===== src/rtl/dmem_io_bridge_pkg.sv =====
// ---------------------------------------------------------------------------
// dmem_io_bridge_pkg
// Shared definitions for the data-memory / IO bridge:
//   - IO register offsets inside the 256-byte IO window
//   - UART transmitter FSM state encoding
//   - bit positions of the UART_STATUS register
// ---------------------------------------------------------------------------
package dmem_io_bridge_pkg;

  // Register offsets, compared against cpuAddr[7:0]
  localparam logic [7:0] IO_LED_OFS       = 8'h00;
  localparam logic [7:0] IO_UART_DATA_OFS = 8'h04;
  localparam logic [7:0] IO_UART_STAT_OFS = 8'h08;
  localparam logic [7:0] IO_CYCLE_OFS     = 8'h0C;

  // UART serializer states; anything other than IDLE counts as busy
  typedef enum logic [1:0] {
    IDLE  = 2'd0,
    START = 2'd1,
    DATA  = 2'd2,
    STOP  = 2'd3
  } uart_state_t;

  // UART_STATUS layout
  localparam int STAT_FULL_BIT  = 0;
  localparam int STAT_EMPTY_BIT = 1;
  localparam int STAT_BUSY_BIT  = 2;
  localparam int STAT_OVF_BIT   = 3;
  localparam int STAT_COUNT_LSB = 4;
  localparam int STAT_COUNT_W   = 3;
  localparam int STAT_W         = STAT_COUNT_LSB + STAT_COUNT_W;

endpackage


===== src/rtl/dmem_io_bridge_uart_tx.sv =====
// ---------------------------------------------------------------------------
// dmem_io_bridge_uart_tx
// Byte FIFO plus 8N1 serializer for the bridge's UART.
//
// Ports:
//   clk, rst        clock, synchronous active-high reset
//   push, pushData  enqueue request and byte; dropped when full
//   full, empty     FIFO flags from registered state
//   count           FIFO occupancy (0..FIFO_DEPTH)
//   busy            serializer is not IDLE
//   tx              registered serial line, idles high
//
// Push semantics: a push is accepted iff full==0 at the start of the cycle,
// so a push into a full FIFO is lost even when a pop happens in that cycle.
// Frame: START (0), 8 data bits LSB first, STOP (1), CLKS_PER_BIT clocks each.
// ---------------------------------------------------------------------------
module dmem_io_bridge_uart_tx
  import dmem_io_bridge_pkg::*;
#(
  parameter int CLKS_PER_BIT = 4,
  parameter int FIFO_DEPTH   = 4
) (
  input  logic                         clk,
  input  logic                         rst,
  input  logic                         push,
  input  logic [7:0]                   pushData,
  output logic                         full,
  output logic                         empty,
  output logic [$clog2(FIFO_DEPTH):0]  count,
  output logic                         busy,
  output logic                         tx
);

  localparam int PTR_W  = $clog2(FIFO_DEPTH);
  localparam int CNT_W  = PTR_W + 1;
  localparam int BAUD_W = $clog2(CLKS_PER_BIT);

  // FIFO storage and pointers; pointers wrap naturally since depth is 2^n
  logic [7:0]        fifo_mem_q [FIFO_DEPTH];
  logic [PTR_W-1:0]  wr_ptr_q, wr_ptr_d;
  logic [PTR_W-1:0]  rd_ptr_q, rd_ptr_d;
  logic [CNT_W-1:0]  count_q, count_d;
  logic              push_ok;
  logic              pop;
  logic [7:0]        fifo_head;

  // Serializer
  uart_state_t       state_q, state_d;
  logic [BAUD_W-1:0] baud_q, baud_d;
  logic [2:0]        bit_q, bit_d;
  logic [7:0]        shift_q, shift_d;
  logic              tx_q, tx_d;
  logic              baud_last;

  assign full      = (count_q == CNT_W'(FIFO_DEPTH));
  assign empty     = (count_q == '0);
  assign count     = count_q;
  assign push_ok   = push & ~full;
  assign fifo_head = fifo_mem_q[rd_ptr_q];
  assign baud_last = (baud_q == BAUD_W'(CLKS_PER_BIT - 1));
  assign tx        = tx_q;

  // FIFO bookkeeping
  always_comb begin
    wr_ptr_d = wr_ptr_q;
    rd_ptr_d = rd_ptr_q;
    count_d  = count_q;
    if (push_ok) wr_ptr_d = wr_ptr_q + PTR_W'(1);
    if (pop)     rd_ptr_d = rd_ptr_q + PTR_W'(1);
    case ({push_ok, pop})
      2'b10:   count_d = count_q + CNT_W'(1);
      2'b01:   count_d = count_q - CNT_W'(1);
      default: count_d = count_q;
    endcase
  end

  // Payload storage carries no reset; validity is tracked by count_q
  always_ff @(posedge clk) begin
    if (push_ok) fifo_mem_q[wr_ptr_q] <= pushData;
  end

  // State register
  always_ff @(posedge clk) begin
    if (rst) begin
      state_q  <= IDLE;
      baud_q   <= '0;
      bit_q    <= '0;
      shift_q  <= '0;
      tx_q     <= 1'b1;
      wr_ptr_q <= '0;
      rd_ptr_q <= '0;
      count_q  <= '0;
    end else begin
      state_q  <= state_d;
      baud_q   <= baud_d;
      bit_q    <= bit_d;
      shift_q  <= shift_d;
      tx_q     <= tx_d;
      wr_ptr_q <= wr_ptr_d;
      rd_ptr_q <= rd_ptr_d;
      count_q  <= count_d;
    end
  end

  // Next-state logic
  always_comb begin
    state_d = state_q;
    baud_d  = baud_q;
    bit_d   = bit_q;
    shift_d = shift_q;
    pop     = 1'b0;
    case (state_q)
      IDLE: begin
        if (!empty) begin
          pop     = 1'b1;
          shift_d = fifo_head;
          baud_d  = '0;
          state_d = START;
        end
      end
      START: begin
        if (baud_last) begin
          baud_d  = '0;
          bit_d   = '0;
          state_d = DATA;
        end else begin
          baud_d = baud_q + BAUD_W'(1);
        end
      end
      DATA: begin
        if (baud_last) begin
          baud_d = '0;
          if (bit_q == 3'd7) begin
            state_d = STOP;
          end else begin
            bit_d   = bit_q + 3'd1;
            shift_d = {1'b0, shift_q[7:1]};
          end
        end else begin
          baud_d = baud_q + BAUD_W'(1);
        end
      end
      STOP: begin
        if (baud_last) begin
          baud_d = '0;
          // Chain straight into the next frame so back-to-back bytes
          // have no idle gap on the line
          if (!empty) begin
            pop     = 1'b1;
            shift_d = fifo_head;
            state_d = START;
          end else begin
            state_d = IDLE;
          end
        end else begin
          baud_d = baud_q + BAUD_W'(1);
        end
      end
      default: state_d = IDLE;
    endcase
  end

  // Outputs: tx is registered, so it is computed from the next state and
  // the line changes in the same edge the FSM moves
  always_comb begin
    case (state_d)
      START:   tx_d = 1'b0;
      DATA:    tx_d = shift_d[0];
      default: tx_d = 1'b1;
    endcase
    busy = (state_q != IDLE);
  end

endmodule


===== src/rtl/dmem_io_bridge.sv =====
// ---------------------------------------------------------------------------
// dmem_io_bridge
// Sits on the data port of a single-cycle CPU. Accesses whose upper address
// bits match IO_BASE go to a 256-byte IO window; everything else passes
// straight through to the external data memory. Reads return in the same
// cycle.
//
// Ports:
//   clk, rst                              clock, synchronous active-high reset
//   cpuAddr, cpuWrData, cpuWrEnable       CPU data port request
//   cpuRdData                             combinational read data to the CPU
//   memAddr, memWrData, memWrEnable       data memory request (pass-through)
//   memRdData                             data memory read data
//   ledOut                                LED register
//   uartTx                                UART serial line, idle high
//
// IO map (offset = cpuAddr[7:0]):
//   0x00 LED          RW, low byte of the store
//   0x04 UART_DATA    W pushes a byte, reads 0
//   0x08 UART_STATUS  R {count[6:4], overflow, busy, empty, full}; a write
//                     clears the sticky overflow bit
//   0x0C CYCLE        free-running 32-bit counter, a write zeroes it; only
//                     present when DMEM_IO_BRIDGE_CYCLE_COUNTER_EN is
//                     defined, otherwise reads 0
// ---------------------------------------------------------------------------
module dmem_io_bridge
  import dmem_io_bridge_pkg::*;
#(
  parameter int                    ADDR_WIDTH   = 14,
  parameter int                    DATA_WIDTH   = 32,
  parameter logic [ADDR_WIDTH-1:0] IO_BASE      = 14'h3F00,
  parameter int                    CLKS_PER_BIT = 4,
  parameter int                    FIFO_DEPTH   = 4
) (
  input  logic                  clk,
  input  logic                  rst,
  input  logic [ADDR_WIDTH-1:0] cpuAddr,
  input  logic [DATA_WIDTH-1:0] cpuWrData,
  input  logic                  cpuWrEnable,
  output logic [DATA_WIDTH-1:0] cpuRdData,
  output logic [ADDR_WIDTH-1:0] memAddr,
  output logic [DATA_WIDTH-1:0] memWrData,
  output logic                  memWrEnable,
  input  logic [DATA_WIDTH-1:0] memRdData,
  output logic [7:0]            ledOut,
  output logic                  uartTx
);

  localparam int CNT_W = $clog2(FIFO_DEPTH) + 1;

  logic              io_hit;
  logic [7:0]        io_ofs;
  logic              io_wr;
  logic              wr_led;
  logic              wr_uart_data;
  logic              wr_uart_stat;
  logic [7:0]        led_q, led_d;
  logic              ovf_q, ovf_d;
  logic              uart_full;
  logic              uart_empty;
  logic              uart_busy;
  logic [CNT_W-1:0]  uart_count;
  logic [STAT_W-1:0] status;
  logic [DATA_WIDTH-1:0] io_rd_data;

  // Only the page bits are compared; the low byte selects the register
  assign io_hit = (cpuAddr[ADDR_WIDTH-1:8] == IO_BASE[ADDR_WIDTH-1:8]);
  assign io_ofs = cpuAddr[7:0];
  assign io_wr  = io_hit & cpuWrEnable;

  assign wr_led       = io_wr & (io_ofs == IO_LED_OFS);
  assign wr_uart_data = io_wr & (io_ofs == IO_UART_DATA_OFS);
  assign wr_uart_stat = io_wr & (io_ofs == IO_UART_STAT_OFS);

  // Memory pass-through; IO stores never reach the memory
  assign memAddr     = cpuAddr;
  assign memWrData   = cpuWrData;
  assign memWrEnable = cpuWrEnable & ~io_hit;

  dmem_io_bridge_uart_tx #(
    .CLKS_PER_BIT (CLKS_PER_BIT),
    .FIFO_DEPTH   (FIFO_DEPTH)
  ) u_uart_tx (
    .clk      (clk),
    .rst      (rst),
    .push     (wr_uart_data),
    .pushData (cpuWrData[7:0]),
    .full     (uart_full),
    .empty    (uart_empty),
    .count    (uart_count),
    .busy     (uart_busy),
    .tx       (uartTx)
  );

  // LED and overflow registers. Overflow is judged on the registered full
  // flag, matching the FIFO's own accept rule.
  always_comb begin
    led_d = led_q;
    ovf_d = ovf_q;
    if (wr_led)                   led_d = cpuWrData[7:0];
    if (wr_uart_data && uart_full) ovf_d = 1'b1;
    if (wr_uart_stat)             ovf_d = 1'b0;
  end

  always_ff @(posedge clk) begin
    if (rst) begin
      led_q <= '0;
      ovf_q <= 1'b0;
    end else begin
      led_q <= led_d;
      ovf_q <= ovf_d;
    end
  end

  assign ledOut = led_q;

`ifdef DMEM_IO_BRIDGE_CYCLE_COUNTER_EN
  logic        wr_cycle;
  logic [31:0] cycle_q, cycle_d;

  assign wr_cycle = io_wr & (io_ofs == IO_CYCLE_OFS);

  // A write wins over the increment
  always_comb begin
    cycle_d = wr_cycle ? 32'd0 : cycle_q + 32'd1;
  end

  always_ff @(posedge clk) begin
    if (rst) cycle_q <= '0;
    else     cycle_q <= cycle_d;
  end
`endif

  always_comb begin
    status                                     = '0;
    status[STAT_FULL_BIT]                      = uart_full;
    status[STAT_EMPTY_BIT]                     = uart_empty;
    status[STAT_BUSY_BIT]                      = uart_busy;
    status[STAT_OVF_BIT]                       = ovf_q;
    status[STAT_COUNT_LSB +: STAT_COUNT_W]     = STAT_COUNT_W'(uart_count);
  end

  // IO read mux, zero-extended to the data width
  always_comb begin
    io_rd_data = '0;
    case (io_ofs)
      IO_LED_OFS:       io_rd_data = DATA_WIDTH'(led_q);
      IO_UART_STAT_OFS: io_rd_data = DATA_WIDTH'(status);
`ifdef DMEM_IO_BRIDGE_CYCLE_COUNTER_EN
      IO_CYCLE_OFS:     io_rd_data = DATA_WIDTH'(cycle_q);
`endif
      default:          io_rd_data = '0;
    endcase
  end

  assign cpuRdData = io_hit ? io_rd_data : memRdData;

endmodule


===== config.mk =====
export PLATFORM = sky130hd
export DESIGN_NAME = dmem_io_bridge
export DESIGN_NICKNAME = d
export VERILOG_FILES = /design/src/rtl/dmem_io_bridge_pkg.sv /design/src/rtl/dmem_io_bridge_uart_tx.sv /design/src/rtl/dmem_io_bridge.sv
export SDC_FILE = /design/constraint.sdc
export NUM_CORES = 1
export LEC_CHECK = 0
export CAP_MARGIN = 20
export CORE_ASPECT_RATIO = 0.5
export CORE_MARGIN = 5
export CORE_UTILIZATION = 39
export CTS_BUF_LIST = sky130_fd_sc_hd__clkbuf_8
export DETAILED_ROUTE_END_ITERATION = 16
export GPL_TIMING_DRIVEN = 0
export PLACE_DENSITY_LB_ADDON = 0.25
export SLEW_MARGIN = 5
export SYNTH_ARGS = -nofsm -noshare
export SYNTH_HDL_FRONTEND = slang
export SYNTH_SLANG_ARGS = --single-unit

===== constraint.sdc =====
create_clock -name clk -period 2.6 [get_ports clk]
set_clock_uncertainty 0.05 [all_clocks]
set_input_delay 0.26 -clock clk [delete_from_list [all_inputs] [get_ports clk]]
set_output_delay 0.26 -clock clk [all_outputs]
set_load 0.005 [all_outputs]

==> results by group, run 1 <==
Setup path
  – Critical setup path kind: flip-flop to flip-flop
  – CP Cell Sequence: ha_2 -> a21oi_4 -> nor3_4 -> ha_4 -> inv_2 -> fa_2 -> xor2_1 -> or3_1 -> a21oi_1
  – Reg2Reg Setup Slack: between 0.1 and 0.15 ns
  – Data required time at the worst endpoint: between 2 and 3 ns
  – Maximum cell stage delay along the critical path: about 0.40 ns
  – Critical path data arrival time: 2.71 ns
  – CP top delay family: adder cells
  – Worst Path Buf+Inv: 1
  – Worst-path cell with the longest stage delay: sky130_fd_sc_hd__dfxtp_1
  – Register-to-Register Path Depth: 9
  – Launching element type of the critical path: flip-flop
  – Worst Path Max Fanout: 10
  – Worst reg2reg startpoint: u_uart_tx.state_q[1]
  – Destination of the worst register-to-register timing path: u_uart_tx.count[2]
  – Endpoint type of the worst setup path: flip-flop

Placement
  – Routability cong.: 0.775
  – Final HPWL DP: between 7 and 8 mm
  – # port buffers: about 140

Floorplanning
  – Initial Utilization: 40.8%
  – Placement Rows: 24
  – Boundary pin count: between 150 and 200
  – Floorplan Core Area: 8890 µm²
  – Die ar.: 11400 µm²
  – Die extent in x: 146 µm
  – Height of the die: just under 80 µm

Final layout
  – Storage cell area: 1640 µm²
  – Ant. Diodes: 0
  – Share of cells above drive strength 1: 18.3%
  – Net total in the final layout: 616
  – Footprint of the multi-input gates: between 1500 and 2000 µm²
  – Total of fill cells in the finished design: 765
  – Synth-to-Final Area Change: 51.0%

Timing
  – Count of final hold-check violations: 0
  – Max Transition Viols Final: 0
  – Slew @ Worst Pin: 0.631 ns
  – Post-route setup TNS: 0 ns
  – Worst hold slack: 0.264 ns
  – Fmax: 402 MHz
  – Normalized max-slew margin: 58.0%
  – RSZ-0062 raised after global routing: no
  – Final setup violation count: 0
  – Time the final worst path needs with I/O delays and setup: 2.49 ns
  – Final worst-path cycle share: 95.8%

Logic synthesis
  – Count of distinct cell types in the synthesized netlist: 46
  – Number of nets in the synthesized netlist: 455
  – Ys async rst share: 0%
  – Yosys warns: 0
  – Cell types occupying the most area after synthesis: sky130_fd_sc_hd__edfxtp_1 (27%), sky130_fd_sc_hd__dfxtp_1 (19%), sky130_fd_sc_hd__buf_4 (9.9%)
  – Avg Inst Size Synth: approximately 10 µm²
  – Fraction of post-synthesis cell area in the top cell type by area: 26.5%
  – Cell area after technology mapping: around 3600 µm²
  – Number of synthesized register bits: 66
  – Number of enable flip-flop cells after synthesis: 32
  – Most common flop cell mapped by yosys: sky130_fd_sc_hd__dfxtp_1
  – Most area-hungry cell type in the Yosys netlist: sky130_fd_sc_hd__edfxtp_1
  – Post-synthesis cell count: 360
  – Fraction of the yosys area taken by sequential cells: between 40% and 50%

Route
  – Detailed-route vias per instance: 4.81
  – Pre-Repair DR Iteration Count: 4
  – Detailed-route wire length per cell: approximately 15 µm
  – Total via count in the routed design: 3093
  – Violation count after the first detailed-route iteration: 155
  – Antenna-violating nets left: 0
  – Remaining DRCs: 0
  – WL final: a little under 10 mm

Power and ir drop
  – Lkg Pwr: 2.16 nW
  – Portion of total power attributed to the clock network: approximately a third
  – Internal Dissipation: 0.00168 W
  – Net switching power: roughly 0.00045 W
  – IR drop worst, VDD: 0.235 mV
  – Power consumption: roughly 0.0021 W
  – Sequential fraction of design power: 51.2%
  – Pwr Density: 389 nW/µm²
  – Net switching share of the total power: 21.2%
  – Power share of the combinational group: 15.6%

Job
  – Maxcap violations: 0

Clocking
  – Number of buffers added by the clock tree synthesis step: 9
  – Number of clock sinks: 66
  – Clock root buffer: sky130_fd_sc_hd__clkbuf_8
  – H-Tree Depth: 3
  – Clk slew on worst S/H paths: approximately 0.07 ns
  – Hold_buf cts: 0
  – Clock Tree Buf Depth: 2
  – CTS tree: yes
  – Clock network latency to the later pin of the worst-skew pair: 0.34 ns

Min path
  – Beginning of the worst hold path: rst
  – End of the worst hold path: u_uart_tx.state_q[0]
  – Hold-critical path depth: 2
  – Worst hold path class: primary input to flip-flop

Global route
  – Vias in the first global route: ~3.0k
  – GR Util All Layers: 16.5%
  – Largest net degree at the start of global routing: 11
  – GRT overflow: 0
  – First-pass GRT wire length: 15.0 mm
  – Initial antenna violation count: 0

Outcome
  – Status: complete, no violations
-- repair_timing --
| action | 4_1_cts | 5_1_grt |
|---|---|---|
| setup endpoints to repair | 10 | 3 |
| pin swaps | 10 | 3 |
| resized for setup | 25 | 8 |
| setup buffers | 4 | 3 |
| hold endpoints to repair | 0 | 0 |
-- routing by layer --
layer / track usage (%) / share of wire [%] / vias up
li1: - / - / 1531
met2: 28.3 / 48 / 124
met4: 3.94 / 0.91 / 0
met5: 0 / 0 / -
met1: 18.9 / 41 / 1428
met3: 7.88 / 11 / 10
-- state kept, by name, indices dropped and copies added, names as in the netlist, named ones only --
register	flops
u_uart_tx.shift_q	8
u_uart_tx.fifo_mem_q	32
u_uart_tx.wr_ptr_q	2
ledOut	8
u_uart_tx.baud_q	2
u_uart_tx.rd_ptr_q	2
u_uart_tx.bit_q	3
ovf_q	1
u_uart_tx.tx	1
u_uart_tx.state_q	2
u_uart_tx.count	3
-- layout make-up --
type / count / area share (%)
flip-flops and latches: 66 / 30.0
well taps: 117 / 2.68
clock buffers: 10 / 2.52
inverters: 10 / 0.732
multi-input cells: 219 / 28.7
clock inverters: 6 / 0.435
repair buffers: 150 / 26.9
plain buffers: 65 / 8.01
-- power by group through the flow --
stage	logic [W]	registers, W	clock network (W)
floorplan	0.000102	0.00111	0
global placement	0.000340	0.00111	0
detailed placement	0.000341	0.00111	0
CTS	0.000337	0.00109	0.000721
global route	0.000357	0.00109	0.000775
finish	0.000332	0.00109	0.000707
-- placed cells by master, fill, tap and decap left out, types with 10 or more instances in the layout --
cell | Yosys | layout
sky130_fd_sc_hd__inv_1 | 10 | 13
sky130_fd_sc_hd__dlygate4sd2_1 | 0 | 10
sky130_fd_sc_hd__nor2_1 | 40 | 40
sky130_fd_sc_hd__buf_4 | 48 | 55
sky130_fd_sc_hd__nand2_1 | 30 | 30
sky130_fd_sc_hd__ha_1 | 13 | 10
sky130_fd_sc_hd__clkbuf_1 | 12 | 11
sky130_fd_sc_hd__dfxtp_1 | 34 | 34
sky130_fd_sc_hd__edfxtp_1 | 32 | 32
sky130_fd_sc_hd__a21oi_1 | 23 | 22
sky130_fd_sc_hd__clkdlybuf4s50_1 | 0 | 131
sky130_fd_sc_hd__nor2b_1 | 27 | 27
sky130_fd_sc_hd__clkbuf_8 | 0 | 10
-- worst max path at each step --
| stage | from | endpoint | cells after the start |
|---|---|---|---|
| after floorplan | u_uart_tx.baud_q[0] | u_uart_tx.count[2] | 10 |
| after global routing | u_uart_tx.state_q[1] | u_uart_tx.count[2] | 9 |
| final | u_uart_tx.state_q[1] | u_uart_tx.count[2] | 9 |
| after detailed placement | cpuAddr[1] | u_uart_tx.count[2] | 12 |
| after global placement | cpuAddr[1] | u_uart_tx.count[2] | 12 |
| after CTS | cpuAddr[5] | u_uart_tx.count[2] | 13 |
-- worst reg2reg max path: stages, from the launching register on --
cell and delay, ns:
sky130_fd_sc_hd__dfxtp_1 0.40, sky130_fd_sc_hd__ha_2 0.27, sky130_fd_sc_hd__a21oi_4 0.13, sky130_fd_sc_hd__nor3_4 0.30, sky130_fd_sc_hd__ha_4 0.19, sky130_fd_sc_hd__inv_2 0.04
sky130_fd_sc_hd__fa_2 0.35, sky130_fd_sc_hd__xor2_1 0.17, sky130_fd_sc_hd__or3_1 0.38, sky130_fd_sc_hd__a21oi_1 0.13
-- cell usage after synthesis (2+ instances only) --
library cell               number
sky130_fd_sc_hd__a211oi_1       2
sky130_fd_sc_hd__a21oi_1       23
sky130_fd_sc_hd__a22o_1         2
sky130_fd_sc_hd__a22oi_1        9
sky130_fd_sc_hd__a31oi_1        2
sky130_fd_sc_hd__and2_1         4
sky130_fd_sc_hd__and4b_1        2
sky130_fd_sc_hd__buf_2          5
sky130_fd_sc_hd__buf_4         48
sky130_fd_sc_hd__clkbuf_1      12
sky130_fd_sc_hd__dfxtp_1       34
sky130_fd_sc_hd__edfxtp_1      32
sky130_fd_sc_hd__ha_1          13
sky130_fd_sc_hd__inv_1         10
sky130_fd_sc_hd__mux2i_1        9
sky130_fd_sc_hd__mux4_2         8
sky130_fd_sc_hd__nand2_1       30
sky130_fd_sc_hd__nand3_1        2
sky130_fd_sc_hd__nand3b_1       2
sky130_fd_sc_hd__nor2_1        40
sky130_fd_sc_hd__nor2b_1       27
sky130_fd_sc_hd__nor3_1         5
sky130_fd_sc_hd__nor4_4         2
sky130_fd_sc_hd__o21ai_0        7
sky130_fd_sc_hd__o22ai_1        5
sky130_fd_sc_hd__or3_1          2
sky130_fd_sc_hd__xnor2_1        2
sky130_fd_sc_hd__xor2_1         3
-- metrics by stage --
step / utilization [%] / area [µm²] / cells / setup slack [ns]
after global placement: 58.5 / 5200 / 620 / -0.401
after CTS: 61.0 / 5420 / 640 / 0.0252
final: 61.5 / 5470 / 643 / 0.110
after detailed placement: 58.5 / 5200 / 620 / -0.453
after global routing: 61.5 / 5470 / 643 / 0.00661
after floorplan: - / 3620 / 360 / 0.161
-- cells by family (layout without fill, tap and decap cells) --
kind of cell / count (synthesis) / in the layout / share of synthesized area, %
adders and majority gates: 14 / 14 / 5.04
and+or+nand+nor: 123 / 123 / 17.4
buffers and inverters: 75 / 241 / 12.9
muxes: 18 / 18 / 7.77
DFF: 66 / 66 / 45.3
xor gates and xnor gates: 5 / 5 / 1.21
AOI/OAI and AO/OA: 59 / 59 / 10.3
Note: power is estimated with default switching activity, not from simulation.
==> run 2: changes to the inputs <==
--- a/config.mk
+++ b/config.mk
@@ -10,6 +10,7 @@
 export CORE_MARGIN = 5
 export CORE_UTILIZATION = 39
 export CTS_BUF_LIST = sky130_fd_sc_hd__clkbuf_8
+export CTS_CLUSTER_SIZE = 28
 export DETAILED_ROUTE_END_ITERATION = 16
 export GPL_TIMING_DRIVEN = 0
 export PLACE_DENSITY_LB_ADDON = 0.25
==> results of run 2 <==
Final layout, timing and power as in run 1 (identical DEF).
==> run 3: changes to the inputs <==
--- a/config.mk
+++ b/config.mk
@@ -14,7 +14,7 @@
 export DETAILED_ROUTE_END_ITERATION = 16
 export GPL_TIMING_DRIVEN = 0
 export PLACE_DENSITY_LB_ADDON = 0.25
-export SLEW_MARGIN = 5
+export SLEW_MARGIN = 15
 export SYNTH_ARGS = -nofsm -noshare
 export SYNTH_HDL_FRONTEND = slang
 export SYNTH_SLANG_ARGS = --single-unit
==> results of run 3 <==
Final layout, timing and power as in run 1 (identical DEF).
